===== src/rtl/sprite_pkg.sv =====
// Shared constants and types for the sprite blitter.
// Screen geometry, colour key, FSM state encoding and address type.
package sprite_pkg;

   localparam int SCR_W = 640;
   localparam int SCR_H = 480;

   localparam logic [23:0] TRANSPARENT = 24'h000000;

   typedef logic [18:0] addr_t;

   typedef enum logic [1:0] {
      IDLE,
      RUN,
      DRAIN,
      DONE
   } state_t;

endpackage


===== src/rtl/sprite_addr_gen.sv =====
// Row-major col/row walker for the sprite blitter.
// Produces the sprite RAM address, the screen address and the edge-clip flag.
module sprite_addr_gen
   import sprite_pkg::*;
#(
   parameter int SPR_W = 60,
   parameter int SPR_H = 84
)
(
   input  logic        Clk,
   input  logic        Reset,
   input  logic        clear,
   input  logic        enable,
   input  logic [18:0] base,
   input  logic [9:0]  org_x,
   input  logic [8:0]  org_y,
   output logic [18:0] spr_addr,
   output logic [18:0] scr_addr,
   output logic        clip,
   output logic        last
);

   localparam int COL_W = $clog2(SPR_W);
   localparam int ROW_W = $clog2(SPR_H);

   logic [COL_W-1:0] col;
   logic [ROW_W-1:0] row;
   logic [10:0]      sx;
   logic [9:0]       sy;
   logic             col_end;
   logic             row_end;

   assign col_end = (col == COL_W'(SPR_W - 1));
   assign row_end = (row == ROW_W'(SPR_H - 1));

   always_ff @(posedge Clk) begin
      if (Reset || clear) begin
         col <= '0;
         row <= '0;
      end else if (enable) begin
         if (col_end) begin
            col <= '0;
            row <= row_end ? '0 : row + 1'b1;
         end else begin
            col <= col + 1'b1;
         end
      end
   end

   // sx/sy are one bit wider than the screen coordinates so an overhang past the edge is visible to the clip test.
   always_comb begin
      sx       = {1'b0, org_x} + 11'(col);
      sy       = {1'b0, org_y} + 10'(row);
      spr_addr = base + addr_t'(row) * addr_t'(SPR_W) + addr_t'(col);
      scr_addr = addr_t'(sy) * addr_t'(SCR_W) + addr_t'(sx);
      clip     = (sx >= 11'(SCR_W)) || (sy >= 10'(SCR_H));
      last     = col_end && row_end;
   end

endmodule


===== src/rtl/sprite_blit_ctrl.sv =====
// Sprite-to-frame-buffer copy sequencer: one pixel per clock, colour-keyed,
// clipped at the right/bottom screen edges, stallable by hold.
//
// state | meaning
// IDLE  | waiting for a draw command, cmd_ready high
// RUN   | issuing one sprite RAM read per clock
// DRAIN | writing the last in-flight pixel
// DONE  | one-cycle completion pulse
module sprite_blit_ctrl
   import sprite_pkg::*;
#(
   parameter int SPR_W = 60,
   parameter int SPR_H = 84
)
(
   input  logic        Clk,
   input  logic        Reset,
   input  logic        cmd_valid,
   output logic        cmd_ready,
   input  logic [9:0]  cmd_x,
   input  logic [8:0]  cmd_y,
   input  logic [18:0] cmd_base,
   input  logic        hold,
   output logic [18:0] spr_read_address,
   input  logic [23:0] spr_data,
   output logic        fb_we,
   output logic [18:0] fb_addr,
   output logic [23:0] fb_data,
   output logic        busy,
   output logic        done
);

   state_t state;
   state_t state_nxt;

   logic       accept;
   logic       advance;
   logic [9:0] x_q;
   logic [8:0] y_q;
   addr_t      base_q;

   addr_t gen_spr_addr;
   addr_t gen_scr_addr;
   logic  gen_clip;
   logic  gen_last;

   logic  p1_valid;
   logic  p1_clip;
   addr_t p1_spr_addr;
   addr_t p1_scr_addr;

   assign accept  = (state == IDLE) && cmd_valid;
   assign advance = (state == RUN) && !hold;

   sprite_addr_gen #(
      .SPR_W (SPR_W),
      .SPR_H (SPR_H)
   ) u_addr_gen (
      .Clk      (Clk),
      .Reset    (Reset),
      .clear    (accept),
      .enable   (advance),
      .base     (base_q),
      .org_x    (x_q),
      .org_y    (y_q),
      .spr_addr (gen_spr_addr),
      .scr_addr (gen_scr_addr),
      .clip     (gen_clip),
      .last     (gen_last)
   );

   always_ff @(posedge Clk) begin
      if (Reset) state <= IDLE;
      else       state <= state_nxt;
   end

   always_comb begin
      state_nxt = state;
      case (state)
         IDLE:    if (cmd_valid)           state_nxt = RUN;
         RUN:     if (!hold && gen_last)   state_nxt = DRAIN;
         DRAIN:   if (!hold)               state_nxt = DONE;
         DONE:                             state_nxt = IDLE;
         default:                          state_nxt = IDLE;
      endcase
   end

   always_ff @(posedge Clk) begin
      if (Reset) begin
         x_q    <= '0;
         y_q    <= '0;
         base_q <= '0;
      end else if (accept) begin
         x_q    <= cmd_x;
         y_q    <= cmd_y;
         base_q <= cmd_base;
      end
   end

   // p1 tracks the pixel whose RAM data arrives next cycle; it is frozen by hold so no pixel is lost.
   always_ff @(posedge Clk) begin
      if (Reset) begin
         p1_valid    <= 1'b0;
         p1_clip     <= 1'b0;
         p1_spr_addr <= '0;
         p1_scr_addr <= '0;
      end else if (!hold) begin
         p1_valid    <= advance;
         p1_clip     <= gen_clip;
         p1_spr_addr <= gen_spr_addr;
         p1_scr_addr <= gen_scr_addr;
      end
   end

   // During a stall the RAM re-reads the in-flight pixel so spr_data stays valid at release.
   always_comb begin
      spr_read_address = '0;
      if (hold && p1_valid)    spr_read_address = p1_spr_addr;
      else if (state == RUN)   spr_read_address = gen_spr_addr;
   end

   assign fb_we     = p1_valid && !p1_clip && !hold && (spr_data != TRANSPARENT);
   assign fb_addr   = p1_scr_addr;
   assign fb_data   = spr_data;
   assign cmd_ready = (state == IDLE);
   assign busy      = (state == RUN) || (state == DRAIN);
   assign done      = (state == DONE);

endmodule


===== config.mk =====
export PLATFORM = sky130hd
export DESIGN_NAME = sprite_blit_ctrl
export DESIGN_NICKNAME = d
export VERILOG_FILES = /design/src/rtl/sprite_pkg.sv /design/src/rtl/sprite_addr_gen.sv /design/src/rtl/sprite_blit_ctrl.sv
export SDC_FILE = /design/constraint.sdc
export NUM_CORES = 1
export LEC_CHECK = 0
export ABC_AREA = 1
export CAP_MARGIN = 20
export CORE_MARGIN = 10
export CORE_UTILIZATION = 30
export DETAILED_ROUTE_END_ITERATION = 7
export GPL_TIMING_DRIVEN = 0
export PLACE_DENSITY_LB_ADDON = 0.25
export SYNTH_ARGS = -nofsm -noshare
export SYNTH_HDL_FRONTEND = slang
export SYNTH_SLANG_ARGS = --single-unit

===== constraint.sdc =====
create_clock -name Clk -period 8.15 [get_ports Clk]
set_input_delay 1.63 -clock Clk [delete_from_list [all_inputs] [get_ports Clk]]
set_output_delay 1.63 -clock Clk [all_outputs]
set_load 0.01 [all_outputs]

== Yosys cells after proc, flatten, opt, wreduce, memory -nomap -nowiden ==
Cells that the tools add are included.

* $add $sub $neg: 7
* Multiply operators: 2
* Div/mod/pow operators: 0
* Order comparisons: 2
* Equal/unequal tests: 8
* Shift operators: 0
* Muxes and demuxes: 8
* Bitwise logic cells: 0
* Reductions and logical operators: 17

{| class="wikitable"
|+ Operators with widths
! cell !! count
|-
| 19-bit two-way mux || 2
|-
| 24-bit nonzero test || 1
|-
| 19-bit by 11-bit adder with 19-bit output || 1
|-
| 19-bit by 13-bit adder with 19-bit output || 1
|-
| 19-bit by 6-bit adder with 19-bit output || 1
|-
| 10-bit by 3-bit multiplier with 12-bit output, second input constant || 1
|-
| 10-bit by 6-bit adder with 11-bit output || 1
|-
| 11-bit by 10-bit greater-or-equal comparator with 1-bit output, second input constant || 1
|-
| 7-bit by 4-bit multiplier with 11-bit output, second input constant || 1
|-
| 9-bit by 7-bit adder with 10-bit output || 1
|-
| 10-bit by 9-bit greater-or-equal comparator with 1-bit output, second input constant || 1
|-
| 1-bit logical AND || 8
|-
| 2-bit one-hot mux with 4 select lines || 1
|-
| 7-bit by 1-bit adder with 7-bit output, second input constant || 1
|-
| 7-bit equality test, second input constant || 1
|-
| 7-bit two-way mux || 1
|-
| 6-bit by 1-bit adder with 6-bit output, second input constant || 1
|-
| 6-bit equality test, second input constant || 1
|-
| 2-bit two-way mux || 3
|-
| 6-bit two-way mux || 1
|-
| 2-bit equality test, second input constant || 2
|-
| 2-bit inequality test, second input constant || 2
|-
| 1-bit logical OR || 3
|-
| 3-bit AND reduction || 1
|-
| other kinds (5) || 6
|}

* Flip-flop bits (word level): 93
* Latch bits: 0
* RAM bits: 0
* Memory bits (read-only): 0
* Input port bits: 66
* Output and inout bits: 66
* Logic and storage cells: 54
* Memories: 0

== Longest topological paths before layout ==
Gate-level depths: netlist of the first run.

* Depth after elaboration: 5
* Gate-level depth with buffers: 25
* Depth with buffers taken out: 25

== Hierarchy ==
A second synthesis of the first run with hierarchy kept.

* Cell total of the unflattened synthesis: 1058
* Area total of the unflattened synthesis: 7465.9 sq um

{| class="wikitable"
|+ By module, submodules not included
! module !! times used !! cells an instance !! area an instance (sq um)
|-
| sprite_addr_gen || 1 || 596 || 3972.6
|-
| sprite_blit_ctrl || 1 || 462 || 3493.4
|}

== Worst setup path after synthesis of the first run ==
Ideal clock, no wire load.

* Kind: register to output
* From: reg u_addr_gen.row[2]
* To: out spr_read_address[15]
* Arrival time: 4.050 ns
* Required time: 6.520 ns
* Setup slack: 2.470 ns
* Stages on the path, launching flop included: 22
* Cells stage by stage: dfxtp_1 -> inv_1 -> fa_1 -> fa_1 -> inv_1 -> ha_1 -> a21oi_1 -> o21bai_1 -> nand2_1 -> a21oi_1 -> nor2_1 -> xor2_1 -> inv_1 -> ha_1 -> ha_1 -> a21oi_1 -> o21ai_0 -> a21oi_1 -> nand2_2 -> xor2_1 -> nand2_1 -> o21ai_1

* Longest elaborated chain between the ends: 5

{| class="wikitable"
|+ RTL lines
! element !! line !! source
|-
| from (decl) || sprite_addr_gen.sv:27 || <nowiki>logic [ROW_W-1:0] row;</nowiki>
|-
| from (signal assigned) || sprite_addr_gen.sv:43 || <nowiki>row <= row_end ? '0 : row + 1'b1;</nowiki>
|-
| 7-bit by 4-bit multiplier with 11-bit output || sprite_addr_gen.sv:54 || <nowiki>spr_addr = base + addr_t'(row) * addr_t'(SPR_W) + addr_t'(col);</nowiki>
|-
| 19-bit by 13-bit adder with 19-bit output || sprite_addr_gen.sv:54 ||
|-
| 19-bit by 6-bit adder with 19-bit output || sprite_addr_gen.sv:54 ||
|-
| 19-bit two-way mux || sprite_blit_ctrl.sv:119 || <nowiki>else if (state == RUN) spr_read_address = gen_spr_addr;</nowiki>
|-
| 19-bit two-way mux || sprite_blit_ctrl.sv:118 || <nowiki>if (hold && p1_valid) spr_read_address = p1_spr_addr;</nowiki>
|-
| to (decl) || sprite_blit_ctrl.sv:24 || <nowiki>output logic [18:0] spr_read_address,</nowiki>
|}

Every way passes these cells.

== Final worst setup path of the first run ==
* From: reg u_addr_gen.row[4]
* To: out spr_read_address[11]

Same word-level chain as after synthesis.

==> out/results.ini, run 1 <==
[cts]
cts_root_buffer=clkbuf_16
cts_num_sinks=93
clkTransAtPathRegs_ns=0.07
numCtsBuffers=9
cts_resized=0
cts_tree=done
htreeDepth=3
hold_buffers=0
clk_latency_ns=0.36
cts_buffer_depth=2
cts_setup_buffers=0

[critical_path]
worstPathRequired_ns=6.52
cp-start-kind=flip-flop
crit_path_max_fanout=6
r2r_slack_ns=3.44
cp_slowest_cell=clkdlybuf4s50_1
crit_type=reg2out
slowest_delay_ns=0.62
timing.rr.start=u_addr_gen.row[4]
crit_chain=inv_1 -> fa_1 -> fa_1 -> inv_1 -> ha_1 -> inv_1 -> o21bai_1 -> nand2_1 -> a21oi_1 -> nor2_1 -> xor2_1 -> inv_1 -> ha_1 -> ha_1 -> nand2_1 -> o21ai_0 -> a21oi_1 -> nand2_1 -> xor2_1 -> nand2_1 -> o21ai_0 -> clkdlybuf4s50_1
worstPathArrival_ns=5.65
setup.worst_path.end_class=output port
worst_r2r_path_depth=23
timing.rr.end=p1_spr_addr[17]

[synth]
yosys.area.top_type=dfxtp_1
syn_avg_cell_area_um2=6.956
yosysSeqAreaShare_pct=25.47
ys_warn_count=0
ys_async_sr_fraction_pct=0
ys.flop_type=dfxtp_1
ys_seq_elements=93
ys_top_cells_by_area=dfxtp_1 (25%), ha_1 (14%), nand2_1 (9.2%), inv_1 (8.0%), nor2_1 (7.2%)
netlist_instances=1051
syn_nets=1217
synth.top_cell.area_share_pct=25.47
syn_area_um2=7311
ys_types=44
synth_edf_count=0

[final_layout]
drive_gt1_share_pct=6.427
final_area_um2=9309
n_fill_cell=2582
area_growth_pct=27.33
antenna_cells=0
final_nets=1359
post-route-util_pct=38.50

[pwr]
power.density_nw_per_um2=191.0
power.total_uw=1778
irDropWorstVdd_mv=0.08336
leakagePower_uw=0.004642

[min_path]
min_path_cells=2
hold_start=base_q[18]
min_to=base_q[18]
hold_class=reg2reg

[die]
die_x_um=176.1
fp-row-count=57
core_um2=24180
dieArea_um2=31010
die_h_um=176.1
start_util_pct=30.24
ioPinCount=132

[placement]
postPlaceCellArea_um2=9027
gp_congestion=0.8685
hpwlAfterDp_mm=18.69
port_buffers=131

[sta]
hold_viol=0
fmax_mhz=137.3
setup_viol=0
drv_slew=0
worst_pin_slew_ns=0.6127
fin_crit_sh_pct=89.34
relSlewSlack_pct=58.72
setup_tns_ns=0
min_period_ns=7.281
grt_setup_unrepaired=false
skew_ns=0.01374

[routing]
wl_mm=22.21
drt_iter0_drc=340
drc=0
post_drt_wl_per_cell_um=14.59
drtAntennaViolNets=0
dr.pass1.iters=5
routed_via_density=4.567
vias=6951

[global_routing]
grt_pass1_wl_mm=34.62
grt_usage_pct=13.98
grt_max_degree=18
grt-ovfl-total=0
antenna_found_initial=0
first_global_vias=6429

[run]
cap_violations=0

[run_status]
status=completed

-- worst max path at each step --
stage	startpoint	to	slack [ns]	depth (start not counted)
2_1_floorplan	u_addr_gen.row[2]	spr_read_address[15]	2.47	21
3_3_place_gp	u_addr_gen.row[1]	spr_read_address[11]	1.31	22
3_5_place_dp	u_addr_gen.row[1]	spr_read_address[11]	1.29	22
4_1_cts	u_addr_gen.row[4]	spr_read_address[11]	0.86	22
5_1_grt	u_addr_gen.row[4]	spr_read_address[11]	0.42	22
6_report	u_addr_gen.row[4]	spr_read_address[11]	0.87	22
-- critical path, delay by kind of cell, from the launching register on --
family          cells  cell delay, ns
fa+ha+maj           5            2.02
buf+inv             5            1.03
compound gates      5            0.96
flops               1            0.46
simple gates        5            0.44
xor+xnor            2            0.41
-- synthesized netlist by cell type (2+ instances only) --
library cell / instances
fa_1: 20
o21bai_1: 3
inv_2: 7
nor2_1: 140
o211ai_1: 6
ha_1: 80
dfxtp_1: 93
a22o_1: 2
xor2_1: 32
nor2_2: 3
nor2_4: 2
nand2_2: 10
o21ai_0: 85
nand3_1: 42
nand3_2: 2
inv_1: 155
buf_4: 26
o21ai_1: 13
clkbuf_1: 18
buf_1: 2
xnor2_1: 5
nand4_1: 10
nand2_1: 180
a21oi_1: 71
a21o_1: 3
nand3b_1: 7
nor3_1: 7
a22oi_1: 2
buf_2: 3
nor4_1: 6
a21oi_2: 3
-- cells by family (layout without fill, tap and decap cells) --
logic type / after synthesis / count (layout) / share of synthesized area (%)
AO/OA/AOI/OAI: 195 / 195 / 14.34
XOR/XNOR: 38 / 38 / 4.655
adder cells (fa/ha/maj): 100 / 100 / 19.17
buffers and inverters: 213 / 360 / 12.37
flip-flops: 93 / 93 / 25.47
AND/OR/NAND/NOR: 412 / 412 / 23.99
-- report_power, final --
| group | internal (µW) | switching (µW) |
|---|---|---|
| Sequential | 536 | 60.3 |
| Combinational | 314 | 451 |
| Clock | 213 | 204 |
-- layer usage --
metal | up-vias | GRT usage (%) | share of wire (%)
met4 | 0 | 4.345 | 1.7
met2 | 176 | 22.54 | 45
met1 | 3133 | 18.54 | 47
met5 | - | 0 | 0
li1 | 3624 | - | -
met3 | 18 | 2.499 | 6.4
-- state kept, by name, indices dropped and copies added, names as in the netlist --
signal          count
p1_spr_addr        19
base_q             19
p1_clip             1
u_addr_gen.col      6
u_addr_gen.row      7
p1_valid            1
x_q                10
state               2
y_q                 9
fb_addr            19
-- final cells by class --
cell class / instances / area [µm²] / area share (%)
Tap cell: 324 / 405.4 / 4.355
Timing Repair Buffer: 131 / 1311 / 14.09
Clock inverter: 7 / 56.30 / 0.6048
Multi-Input combinational cell: 745 / 4544 / 48.82
Sequential cell: 93 / 1862 / 20.00
Clock buffer: 9 / 225.2 / 2.419
Inverter: 163 / 611.8 / 6.573
Buffer: 50 / 292.8 / 3.145
-- through the flow --
stage,hold WS [ns],setup WS (ns),instances
after floorplan,0.4447,2.470,1051
after global placement,0.4604,1.314,1506
after detailed placement,0.4652,1.286,1506
after CTS,0.4805,0.8600,1522
final,0.4798,0.8690,1522
after global routing,0.5066,0.4161,1522
-- cells in the final DEF (no fill, tap or decap), drive strengths merged, types with 20 or more instances in the layout --
cell type / count
clkdlybuf4s50: 131
nor2: 145
a21oi: 74
nand2: 190
ha: 80
buf: 31
dfxtp: 93
inv: 167
fa: 20
xor2: 32
nand3: 44
clkbuf: 28
o21ai: 99
(Power assumes the default switching activity.)
==> run 2, diff against run 1 <==
--- a/config.mk
+++ b/config.mk
@@ -7,11 +7,12 @@
 export LEC_CHECK = 0
 export ABC_AREA = 1
 export CAP_MARGIN = 20
-export CORE_MARGIN = 10
-export CORE_UTILIZATION = 30
+export CORE_MARGIN = 5
+export CORE_UTILIZATION = 45
 export DETAILED_ROUTE_END_ITERATION = 7
 export GPL_TIMING_DRIVEN = 0
 export PLACE_DENSITY_LB_ADDON = 0.25
+export SKIP_CTS_REPAIR_TIMING = 1
 export SYNTH_ARGS = -nofsm -noshare
 export SYNTH_HDL_FRONTEND = slang
 export SYNTH_SLANG_ARGS = --single-unit
==> run 2 against run 1 <==
Against the previous run:
- final area shrank 0.93%
- global-route usage grew 7.4 points
- total power grew 2.3%
- wire length shrank 9.2%
- setup slack gained 0.11 ns
- final cell count shrank 7.1%
- clock skew shrank 0.0060 ns
- utilization grew 20 points
- largest cell class unchanged
==> out/results.ini, run 2 (synthesis results as in run 1) <==
[critical_path]
critPathTopFamily=adder cells  ; unchanged
cp_slowest_cell=clkdlybuf4s50_1  ; unchanged
timing.rr.end=p1_spr_addr[15]  ; was p1_spr_addr[17]
worstPathRequired_ns=6.52  ; about the same
worstPathArrival_ns=5.55  ; was 5.65 ns
setup.worst_path.end_class=output port  ; unchanged
timing.rr.start=u_addr_gen.row[2]  ; was u_addr_gen.row[4]
slowest_delay_ns=0.56  ; was 0.62 ns
crit_type=reg2out  ; unchanged
crit_buf_inv=4  ; was 5
r2r_slack_ns=3.44  ; about the same
crit_path_max_fanout=7  ; was 6
cp-start-kind=flip-flop  ; unchanged
crit_chain=inv_1 -> fa_1 -> fa_1 -> inv_1 -> ha_1 -> a21oi_1 -> o21bai_1 -> nand2_1 -> a21oi_1 -> nor2_1 -> xor2_1 -> inv_1 -> ha_1 -> ha_1 -> a21oi_1 -> o21ai_0 -> a21oi_1 -> nand2_2 -> xor2_1 -> nand2_1 -> o21ai_1 -> clkdlybuf4s50_1  ; was inv_1 -> fa_1 -> fa_1 -> inv_1 -> ha_1 -> inv_1 -> o21bai_1 -> nand2_1 -> a21oi_1 -> nor2_1 -> xor2_1 -> inv_1 -> ha_1 -> ha_1 -> nand2_1 -> o21ai_0 -> a21oi_1 -> nand2_1 -> xor2_1 -> nand2_1 -> o21ai_0 -> clkdlybuf4s50_1
crit_start=u_addr_gen.row[2]  ; was u_addr_gen.row[4]
cp_common_cell=a21oi_1
worst_r2r_path_depth=21  ; was 23

[die]
ioPinCount=132  ; unchanged
fp-row-count=46  ; was 57
die_h_um=137.5  ; was 176.1 µm
dieArea_um2=18900  ; was 31,010 µm²
core_um2=15890  ; was 24,180 µm²
die_x_um=137.5  ; was 176.1 µm
start_util_pct=46.02  ; was 30.24%

[routing]
drc=0  ; unchanged
routed_via_density=4.896  ; was 4.567
vias=6923  ; was 6,951
wl_mm=20.17  ; was 22.21 mm
drt_iter0_drc=484  ; was 340
dr.pass1.iters=5  ; unchanged
post_drt_wl_per_cell_um=14.26  ; was 14.59 µm
drtAntennaViolNets=0  ; unchanged

[min_path]
min_path_cells=2  ; unchanged
hold_class=reg2reg  ; unchanged
hold_start=fb_addr[5]  ; was base_q[18]
min_to=fb_addr[5]  ; was base_q[18]

[final_layout]
final_common_cell=nand2_1  ; unchanged
antenna_cells=0  ; unchanged
regArea_um2=1862  ; unchanged
area_growth_pct=26.15  ; was 27.33%
final_nets=1359  ; unchanged
final_cell_mix=nand2_1 (180), inv_1 (155), nor2_1 (140)  ; unchanged
post-route-util_pct=58.06  ; was 38.50%
multi_input_area_um2=4544  ; unchanged
n_fill_cell=1559  ; was 2,582
drive_gt1_share_pct=6.427  ; unchanged

[sta]
skew_ns=0.007792  ; was 0.01374 ns
worst_pin_slew_ns=0.7214  ; was 0.6127 ns
fmax_mhz=139.4  ; was 137.3 MHz
relSlewSlack_pct=51.91  ; was 58.72%
hold_viol=0  ; unchanged
setup_tns_ns=0  ; unchanged
fin_crit_sh_pct=88.04  ; was 89.34%
setup_viol=0  ; unchanged
drv_slew=0  ; unchanged
grt_setup_unrepaired=false  ; unchanged
min_period_ns=7.176  ; was 7.281 ns

[cts]
htreeDepth=3  ; unchanged
clkTransAtPathRegs_ns=0.07  ; about the same
clk_latency_ns=0.35  ; was 0.36 ns
cts_num_sinks=93  ; unchanged
cts_root_buffer=clkbuf_16  ; unchanged
cts_buffer_depth=2  ; unchanged
cts_tree=done  ; unchanged
numCtsBuffers=9  ; unchanged

[run_status]
status=completed  ; unchanged

[global_routing]
first_global_vias=6363  ; was 6,429
antenna_found_initial=0  ; unchanged
grt_usage_pct=21.33  ; was 13.98%
grt-ovfl-total=0  ; unchanged
grt_pass1_wl_mm=31.80  ; was 34.62 mm
grt_max_degree=18  ; unchanged

[pwr]
power.density_nw_per_um2=197.2  ; was 191.0 nW/µm²
irDropWorstVdd_mv=0.09905  ; was 0.08336 mV
leakagePower_uw=0.004658  ; was 0.004642 µW

[run]
cap_violations=0  ; unchanged

[placement]
port_buffers=131  ; unchanged
hpwlAfterDp_mm=16.73  ; was 18.69 mm
gp_congestion=0.9214  ; was 0.8685

run 2: worst register-to-register path, stage by stage (launching register included):
cell,delay [ns]
dfxtp_1,0.51
inv_1,0.19
fa_1,0.54
fa_1,0.52
inv_1,0.04
ha_1,0.33
a21oi_1,0.08
o21bai_1,0.25
nand2_1,0.08
a21oi_1,0.14
nor2_1,0.06
xor2_1,0.13
inv_1,0.07
ha_1,0.28
ha_1,0.39
a21oi_1,0.21
o21ai_0,0.14
a21oi_1,0.18
nand2_2,0.11
xor2_1,0.18
o21ai_1,0.14
inv_1,0.05
run 2: routing by layer:
metal,vias up,wire (µm),global-route usage (%)
met3,15,1467,3.251
met2,172,9402,36.12
met5,-,0,0
met4,0,244,4.989
li1,3641,-,-
met1,3095,9055,28.58
run 2: area by class of cell:
cell class	instances	area share, %
Buffer	50	3.175
Clock buffer	9	2.442
Clock inverter	7	1.140
Inverter	163	6.634
Multi-Input combinational cell	745	49.27
Sequential cell	93	20.19
Tap cell	216	2.930
Timing Repair Buffer	131	14.22
run 2: how the worst max path moves through the flow:
stage	endpoint	slack, ns	cells past startpoint
final	spr_read_address[15]	0.97	22
after global routing	spr_read_address[15]	0.62	22
after CTS	spr_read_address[15]	1.01	22
after floorplan	spr_read_address[15]	2.47	21
after detailed placement	spr_read_address[15]	1.41	22
after global placement	spr_read_address[15]	1.49	22
run 2: where the power goes:
part	leakage, µW	total [µW]	internal [µW]	switching (µW)
Combinational	0.00373	751	311	440
Sequential	0.000766	595	536	58.8
Clock	0.000159	473	274	198
run 2: through the flow:
stage                     hold WS (ns)  power, µW  std cells  area (µm²)  worst slack [ns]
after floorplan                 0.4447       1077       1051        7311             2.470
after global placement          0.4607       1337       1398        8892             1.487
after detailed placement        0.4650       1347       1398        8892             1.411
after CTS                       0.4794       1822       1414        9223             1.007
after global routing            0.5110       1948       1414        9223            0.6215
final                           0.4827       1819       1414        9223            0.9744
